`config.mk`:
```
export PLATFORM = sky130hd
export DESIGN_NAME = router_ni_rx
export DESIGN_NICKNAME = d
export VERILOG_FILES = /design/src/rtl/router_pkg.sv /design/src/rtl/router_msg_fifo.sv /design/src/rtl/router_ni_rx.sv
export SDC_FILE = /design/constraint.sdc
export NUM_CORES = 1
export LEC_CHECK = 0
export CAP_MARGIN = 20
export CELL_PAD_IN_SITES_DETAIL_PLACEMENT = 0
export CELL_PAD_IN_SITES_GLOBAL_PLACEMENT = 1
export CORE_MARGIN = 2
export CORE_UTILIZATION = 40
export CTS_CLUSTER_DIAMETER = 200
export DETAILED_ROUTE_END_ITERATION = 10
export GPL_ROUTABILITY_DRIVEN = 0
export PLACE_DENSITY = 0.75
export SETUP_SLACK_MARGIN = 0.1
export SLEW_MARGIN = 20
export SYNTH_ARGS = -nofsm -noshare
export SYNTH_HDL_FRONTEND = slang
export SYNTH_HIERARCHICAL = 1
export SYNTH_SLANG_ARGS = --single-unit
```
`constraint.sdc`:
```
create_clock -name clk -period 10.8 [get_ports clk]
set_clock_uncertainty 0.1 [all_clocks]
set_input_delay 1.62 -clock clk [delete_from_list [all_inputs] [get_ports clk]]
set_output_delay 1.62 -clock clk [all_outputs]
set_load 0.005 [all_outputs]
```
`src/rtl/router_pkg.sv`:
```
// Shared router message definitions: header layout, full message layout and reserved message types.
package router_pkg;

   localparam int ROUTER_BUS_W = 64;
   localparam int ROUT_HDR_W   = 24;
   localparam logic [7:0] MTYPE_NULL = 8'h00;

   typedef struct packed {
      logic [3:0] src_x;
      logic [3:0] src_y;
      logic [3:0] dst_x;
      logic [3:0] dst_y;
      logic [7:0] mtype;
   } rout_hdr_t;

   typedef struct packed {
      rout_hdr_t                               hdr;
      logic [ROUTER_BUS_W-ROUT_HDR_W-1:0]      data;
   } rout_msg_t;

endpackage

```
`src/rtl/router_msg_fifo.sv`:
```
// First-word-fall-through message FIFO with registered storage; shared by the NI receive and transmit sides.
module router_msg_fifo #(
   parameter int WIDTH = 56,
   parameter int DEPTH = 4,
   localparam int AW   = $clog2(DEPTH)
) (
   input  logic             clk,
   input  logic             rst,
   input  logic             push,
   input  logic [WIDTH-1:0] din,
   output logic             full,
   input  logic             pop,
   output logic [WIDTH-1:0] dout,
   output logic             empty,
   output logic [AW:0]      count
);

   logic [WIDTH-1:0] mem [DEPTH];
   logic [AW-1:0]    wr_ptr;
   logic [AW-1:0]    rd_ptr;
   logic             do_push;
   logic             do_pop;

   assign full    = (count == (AW+1)'(DEPTH));
   assign empty   = (count == '0);
   assign do_push = push && !full;
   assign do_pop  = pop && !empty;
   assign dout    = mem[rd_ptr];

   // Storage is cleared on reset so the head fields read as zero afterwards.
   always_ff @(posedge clk or posedge rst) begin
      if (rst) begin
         for (int i = 0; i < DEPTH; i++) mem[i] <= '0;
         wr_ptr <= '0;
         rd_ptr <= '0;
         count  <= '0;
      end else begin
         if (do_push) begin
            mem[wr_ptr] <= din;
            wr_ptr      <= wr_ptr + 1'b1;
         end
         if (do_pop) rd_ptr <= rd_ptr + 1'b1;
         unique case ({do_push, do_pop})
            2'b10:   count <= count + 1'b1;
            2'b01:   count <= count - 1'b1;
            default: count <= count;
         endcase
      end
   end

endmodule

```
`src/rtl/router_ni_rx.sv`:
```
// NI receive endpoint: checks destination of router messages, buffers local ones and hands them to the core.
module router_ni_rx
   import router_pkg::*;
#(
   parameter int BUS_W = 64,
   parameter int DEPTH = 4,
   parameter int LOC_X = 0,
   parameter int LOC_Y = 0,
   parameter int CNT_W = 16
) (
   input  logic                  clk,
   input  logic                  rst,
   input  logic                  s_tvalid,
   output logic                  s_tready,
   input  logic [BUS_W-1:0]      s_tdata,
   input  logic                  s_tlast,
   output logic                  m_valid,
   input  logic                  m_ready,
   output logic [3:0]            m_src_x,
   output logic [3:0]            m_src_y,
   output logic [7:0]            m_mtype,
   output logic [BUS_W-25:0]     m_data,
   output logic [CNT_W-1:0]      drop_cnt,
   output logic                  misroute,
   output logic                  proto_err
);

   localparam int PAY_W  = BUS_W - ROUT_HDR_W;
   localparam int FIFO_W = PAY_W + 16;
   localparam int AW     = $clog2(DEPTH);

   rout_hdr_t         hdr;
   logic [PAY_W-1:0]  pay;
   logic              rdy_en;
   logic              accept;
   logic              dst_match;
   logic              push;
   logic              fifo_full;
   logic              fifo_empty;
   logic [FIFO_W-1:0] fifo_din;
   logic [FIFO_W-1:0] fifo_dout;
   logic [AW:0]       unused_count;

   assign hdr = rout_hdr_t'(s_tdata[BUS_W-1 -: ROUT_HDR_W]);
   assign pay = s_tdata[PAY_W-1:0];

   // Ready never looks at s_tvalid; a pop while full only frees space for the next cycle.
   assign s_tready  = rdy_en && !fifo_full;
   assign accept    = s_tvalid && s_tready;
   assign dst_match = (hdr.dst_x == 4'(LOC_X)) && (hdr.dst_y == 4'(LOC_Y));
   assign push      = accept && dst_match && (hdr.mtype != MTYPE_NULL);
   assign fifo_din  = {hdr.src_x, hdr.src_y, hdr.mtype, pay};

   router_msg_fifo #(
      .WIDTH (FIFO_W),
      .DEPTH (DEPTH)
   ) u_fifo (
      .clk   (clk),
      .rst   (rst),
      .push  (push),
      .din   (fifo_din),
      .full  (fifo_full),
      .pop   (m_valid && m_ready),
      .dout  (fifo_dout),
      .empty (fifo_empty),
      .count (unused_count)
   );

   assign m_valid = !fifo_empty;
   assign {m_src_x, m_src_y, m_mtype, m_data} = fifo_dout;

   always_ff @(posedge clk or posedge rst) begin
      if (rst) begin
         rdy_en    <= 1'b0;
         misroute  <= 1'b0;
         drop_cnt  <= '0;
         proto_err <= 1'b0;
      end else begin
         rdy_en   <= 1'b1;
         misroute <= accept && !dst_match;
         if (accept && !dst_match && (drop_cnt != '1)) drop_cnt <= drop_cnt + 1'b1;
         if (accept && !s_tlast) proto_err <= 1'b1;
      end
   end

endmodule

```
After elaboration in Yosys (flattened, before gate mapping)
Index checks and enable logic that the tools add are counted.
Widths: inputs -> output; s select.
Operators by class
  eq/ne operators: 4
  order comparisons: 3
  mux-type cells: 7
  bitwise logic cells: 2
  divide/modulo/power cells: 0
  add/subtract/negate cells: 5
  shifts and indexed selects: 0
  reduce and logical (&&, ||, !) cells: 21
  multiply operators: 0
Operators with widths (number)
  $bwmux 224: 1
  $mux 56: 3
  $bmux 56 s2: 1
  $demux 56 s2: 1
  $add 16x1->16 const B: 1
  $ne 16x16->1 const B: 1
  $logic_and 1x1->1: 12
  $logic_not 4->1: 2
  $reduce_bool 8->1: 1
  $ge 3x3->1 const B: 2
  $not 2->3: 2
  $pmux 3 s2: 1
  $add 2x1->2 const B: 2
  $logic_not 1->1: 4
  $add 3x1->3 const B: 1
  $eq 3x3->1 const B: 1
  $logic_not 3->1: 1
  $lt 3x1->1 const B: 1
  $sub 3x1->3 const B: 1
  $eq 2x1->1 const B: 1
  $eq 2x2->1 const B: 1
  $reduce_bool 2->1: 1
Word-level totals
  latch bits: 0
  memories: 0
  logic and storage cells: 53
  flip-flop bits (word level): 250
  memory bits (writable): 0
  memory bits (read-only): 0

Longest topological paths before layout
  depth after elaboration: 9
  depth in mapped cells: 10
  mapped depth without buffers: 10

Hierarchy
The synthesis kept the hierarchy.
Modules (own cells, without submodules)
  router_msg_fifo: instances 1, seq. area each 5780.5 sq um, area an instance 10127.2 sq um, cells an instance 581
  router_ni_rx: instances 1, seq. area each 475.5 sq um, area an instance 1024.7 sq um, cells an instance 92

Worst setup path after synthesis
Ideal clock, no wire load.
  kind: input to register
  start point: in s_tdata[53]
  end point: reg u_fifo.count[2]
  data arrival time: 3.438 ns
  library setup time: 0.125 ns
  stages: 10
  required time: 10.575 ns
  setup slack: 7.137 ns
  cells stage by stage: nor4_4 > nand2_1 > a211oi_1 > nand2b_1 > ha_1 > inv_1 > fa_1 > xor2_1 > nor2_1 > xor2_1
On the way
  longest elaborated chain between the ends: 7
  elaborated cells on any way between the ends: 9
  classes of those cells: eq/ne (2); mux (1); reduce/logical (6)
Ends and longest elaborated chain
  start: declaration: line router_ni_rx.sv:15  | input logic [BUS_W-1:0] s_tdata,
  $logic_not 4->1 (*): line router_ni_rx.sv:50  | assign dst_match = (hdr.dst_x == 4'(LOC_X)) && (hdr.dst_y == 4'(LOC_Y));
  $logic_and 1x1->1 (*): line router_ni_rx.sv:50
  $logic_and 1x1->1 (*) (2 in series): line router_ni_rx.sv:51  | assign push = accept && dst_match && (hdr.mtype != MTYPE_NULL);
  named net push: line router_ni_rx.sv:37  | logic push;
  $logic_and 1x1->1 (*): line router_msg_fifo.sv:26  | assign do_push = push && !full;
  $eq 2x1->1 / $eq 2x2->1 (equally long branches): line router_msg_fifo.sv:43  | unique case ({do_push, do_pop})
  $pmux 3 s2 / $reduce_bool 2->1 (equally long branches)
  end signal: assignment: line router_msg_fifo.sv:44  | 2'b10: count <= count + 1'b1;
  end signal: assignment: line router_msg_fifo.sv:45  | 2'b01: count <= count - 1'b1;
  end signal: assignment: line router_msg_fifo.sv:46  | default: count <= count;
  end: declaration: line router_msg_fifo.sv:15  | output logic [AW:0] count
The timed path passes the listed nets; every way through them passes the cells marked *.
A chain may end at the register's enable or synchronous reset.

Final worst setup path
  start point: reg u_fifo.rd_ptr[1]
  end point: out m_data[10]
On the way
  longest elaborated chain between the ends: 4
Ends and longest elaborated chain
  start: declaration: line router_msg_fifo.sv:20  | logic [AW-1:0] rd_ptr;
  start signal: assignment: line router_msg_fifo.sv:42  | if (do_pop) rd_ptr <= rd_ptr + 1'b1;
  $not 2->3 (implied by the code): line router_msg_fifo.sv:28  | assign dout = mem[rd_ptr];
  $bmux 56 s2: line router_msg_fifo.sv:28
  $mux 56 (implied by the code) (2 in series): line router_msg_fifo.sv:28
  end: declaration: line router_ni_rx.sv:22  | output logic [BUS_W-25:0] m_data,
No other way between the ends. The select of a mux whose other input is x is not followed.

==> flow_summary.ini <==
[status]
outcome = finished, final reports clean

[power]
power.combinational.fraction_pct = 14.1
switchingPower_w = 0.000596
power_report.internal_total_w = 0.00171
vdd.ir_drop.worst_uv = 108
p_clk_share_pct = 40.2
power.leakage_nw = 6.33
power.density_cell_area_mw_per_mm2 = 167
seq_power_share_pct = 45.6
sw_frac_of_total_pct = 25.8

[cts]
cts_tree = yes
htree_num_levels = 1
cts_made_buffers = 27
postCtsSetupBuffers = 0
post_cts.resized_instances = 0
clk-insertion-delay-late_ns = 0.51
clockRootBuffer = sky130_fd_sc_hd__clkbuf_16
max-clock-path-buffers = 3
clock_sink_count = 250
cts_hold_repair.buffers = 0
worst_setup_hold_path_clk_slew_ns = 0.06

[timing]
fin_crit_ns = 4.83
period_share_pct = 44.7
final-hold-violation-count = 0
worst_hold_slack_ns = 0.399
worstMarginPinSlew_ns = 0.983
maxSlewViolCount = 0
worst_slew_margin_rel_pct = 34.5
setup-tns-final_ns = 0
grt_setup_unrepaired = false
finalSetupViolCount = 0
max_freq_ghz = 0.207

[floorplanning]
floorplan.rows = 61
design.die.area_sq_mm = 0.0292
coreArea_sq_mm = 0.0276
die-width_microns = 171
num_io_pins = 145
die-height_microns = 171
initial_utilization_pct = 40.4

[synth]
yosysTopAreaCellShare_pct = 56.1
ys_warn_count = 6
combinational_family_with_the_most_area_after_synthesis = multiplexers
synth.mux.area_fraction_pct = 34.3
simple_gate_share_of_the_synthesized_area_pct = 3.37
yosys.area_share.adder_pct = 0.853
synth_cell_type_count = 43
syn_area_per_cell_sq_um = 16.6
synth_async_sr_flop_share_pct = 100
cells_taking_the_most_area_after_synthesis = sky130_fd_sc_hd__dfrtp_1 (56%), sky130_fd_sc_hd__mux2_2 (23%), sky130_fd_sc_hd__mux4_2 (11%)
synth-main-ff-cell = sky130_fd_sc_hd__dfrtp_1
synth_cells = 673
synth_top_cell_by_area = sky130_fd_sc_hd__dfrtp_1
synthesized_cell_area_sq_mm = 0.0112
synth_nets = 749
synth_compound_gate_area_share_pct = 0.808
synth_seq_area_share_pct = 56.1
synthXorXnorAreaFrac_pct = 1.41
ys_seq_elements = 250
number_of_enable_type_register_cells_in_the_synthesized_netlist = 0

[min_path]
worst_hold_path.endpoint = proto_err$_DFFE_PP0P_
min_path_type = reg2reg
whs_path_depth = 1
worstHoldStart = proto_err$_DFFE_PP0P_

[critical_path]
critPathMaxFanout = 32
crit-reg2reg-capture = u_fifo/mem[88]$_DFFE_PP0P_
timing.critical_path.slowest_cell_delay_ns = 0.88
critical_path.slowest_cell = sky130_fd_sc_hd__dfrtp_2
rr_worst_depth = 7
worst_path_arrival_time_ns = 3.11
endpoint_kind = output pin
worst-endpoint-required_ns = 9.08
rr_startpoint = u_fifo/count[2]$_DFFE_PP0P_
r2r_setup_slack_ns = 7.33
worstSetupStartpointType = flip-flop
class_of_the_most_critical_setup_path = reg2out
timing.critical_path.cells = buf_4, mux4_2, clkdlybuf4s50_1

[flow_run]
cap_viol_max_count = 0

[routing]
avgRoutedWirePerCell_microns = 19.1
detail-route-antenna-nets = 0
vias_per_cell = 5.11
drt-initial-drc-count = 265
drcViolationCount = 0
drt_pre_antenna_iters = 4
route.vias.total = 6202
totalWireLength_mm = 23.1

[global_route]
antenna_violations_before_repair = 0
vias_in_the_first_global_route = 6778
grt.total_usage_pct = 16.3
global_route_wire_length_before_repair_mm = 37.5
globalRouteOverflowTotal = 0
pin_count_of_the_biggest_net_entering_global_routing = 80

[placed_design]
hpwl_mm = 14.2
io_buffers = 144
area_of_placed_instances_sq_mm = 0.0129

[cells_and_area]
area_growth_syn_to_layout_pct = 23.5
nNetsFinal = 894
finish.instance_area_sq_mm = 0.0138
drive_gt1_share_pct = 41.4
metrics by stage:
step                total power (W)  worst slack [ns]  cells  util, %
floorplan                   0.00126              2.75    673        -
global placement            0.00140              5.73   1166     46.5
detailed placement          0.00140              5.74   1166     46.5
CTS                         0.00234              5.88   1212     49.8
global route                0.00241              5.80   1213     49.9
finish                      0.00231              5.97   1214     49.9
per-layer routing:
metal | share of wire [%] | wire length (microns) | GRT usage [%] | vias up
met1 | 47 | 10900 | 23.4 | 3251
met5 | 0 | 0 | 0 | -
met2 | 47 | 10800 | 26.1 | 131
met3 | 4.3 | 998 | 3.01 | 35
met4 | 2.0 | 474 | 3.46 | 0
li1 | - | - | - | 2785
worst max-delay path, delay by kind of cell, from the launching register on:
kind                   cells  cell delay [ns]
buffers and inverters      2             1.09
flip-flops                 1             0.88
multiplexers               1             0.61
placed cells by master, fill, tap and decap left out, types with 2 or more instances in the layout:
| cell type | instances |
|---|---|
| sky130_fd_sc_hd__xor2_1 | 8 |
| sky130_fd_sc_hd__nand4_1 | 6 |
| sky130_fd_sc_hd__inv_1 | 8 |
| sky130_fd_sc_hd__mux2_2 | 225 |
| sky130_fd_sc_hd__nand2_1 | 11 |
| sky130_fd_sc_hd__buf_4 | 8 |
| sky130_fd_sc_hd__clkdlybuf4s50_1 | 144 |
| sky130_fd_sc_hd__mux2_1 | 2 |
| sky130_fd_sc_hd__clkinvlp_4 | 2 |
| sky130_fd_sc_hd__nand3b_1 | 2 |
| sky130_fd_sc_hd__nor2_1 | 5 |
| sky130_fd_sc_hd__nor3_1 | 4 |
| sky130_fd_sc_hd__clkbuf_16 | 27 |
| sky130_fd_sc_hd__nor4_1 | 3 |
| sky130_fd_sc_hd__mux4_2 | 56 |
| sky130_fd_sc_hd__nand3_1 | 7 |
| sky130_fd_sc_hd__nor2b_1 | 3 |
| sky130_fd_sc_hd__bufinv_16 | 3 |
| sky130_fd_sc_hd__xnor2_1 | 10 |
| sky130_fd_sc_hd__nor2_4 | 4 |
| sky130_fd_sc_hd__clkbuf_1 | 4 |
| sky130_fd_sc_hd__ha_1 | 6 |
| sky130_fd_sc_hd__dfrtp_1 | 248 |
| sky130_fd_sc_hd__nor4_4 | 2 |
| sky130_fd_sc_hd__clkbuf_8 | 6 |
| sky130_fd_sc_hd__clkinv_2 | 4 |
sequential cells by signal, indices dropped and copies added (netlist names):
signal,flops
u_fifo/mem,224
drop_cnt,16
proto_err,1
u_fifo/wr_ptr,2
misroute,1
u_fifo/count,3
rdy_en,1
u_fifo/rd_ptr,2
power by group through the flow:
stage | clock network, W | logic [W] | registers (W)
3_3_place_gp | 0 | 0.000329 | 0.00107
6_report | 0.000928 | 0.000325 | 0.00105
4_1_cts | 0.000954 | 0.000334 | 0.00106
5_1_grt | 0.000993 | 0.000357 | 0.00106
2_1_floorplan | 0 | 0.000254 | 0.00101
3_5_place_dp | 0 | 0.000332 | 0.00107
how the worst max path moves through the flow:
stage	from	end	slack [ns]	cells past startpoint
3_5_place_dp	s_tdata[49]	u_fifo/mem[77]$_DFFE_PP0P_	5.74	8
6_report	u_fifo/rd_ptr[1]$_DFFE_PP0P_	m_data[10]	5.97	3
3_3_place_gp	s_tdata[53]	u_fifo/mem[87]$_DFFE_PP0P_	5.73	8
2_1_floorplan	rst	u_fifo/count[0]$_DFFE_PP0P_	2.75	1
4_1_cts	u_fifo/rd_ptr[1]$_DFFE_PP0P_	m_data[10]	5.88	3
5_1_grt	u_fifo/rd_ptr[0]$_DFFE_PP0P_	m_src_y[2]	5.80	3
Yosys cell counts (3+ instances only):
cell,count
sky130_fd_sc_hd__buf_2,16
sky130_fd_sc_hd__buf_6,20
sky130_fd_sc_hd__dfrtp_1,250
sky130_fd_sc_hd__ha_1,6
sky130_fd_sc_hd__inv_1,9
sky130_fd_sc_hd__mux2_2,225
sky130_fd_sc_hd__mux4_2,56
sky130_fd_sc_hd__nand2_1,11
sky130_fd_sc_hd__nand3_1,7
sky130_fd_sc_hd__nand4_1,6
sky130_fd_sc_hd__nor2_1,9
sky130_fd_sc_hd__nor2b_1,3
sky130_fd_sc_hd__nor3_1,4
sky130_fd_sc_hd__nor4_1,3
sky130_fd_sc_hd__xnor2_1,10
sky130_fd_sc_hd__xor2_1,8
layout make-up:
type                            instances  area (sq um)
Clock buffer                           37           773
Tap cell                              378           473
Clock inverter                          9           125
Multi-Input combinational cell        377          4580
Fill cell                            2387         13900
Antenna cell                            1          2.50
Inverter                                9          41.3
Timing Repair Buffer                  153          1520
Sequential cell                       250          6260
cells by family after synthesis:
family / Yosys count
compound gates: 9
simple gates: 58
fa+ha+maj: 7
mux: 284
other cells: 1
buf+inv: 46
xor+xnor: 18
flops: 250
Note: power is estimated with default switching activity, not from simulation.
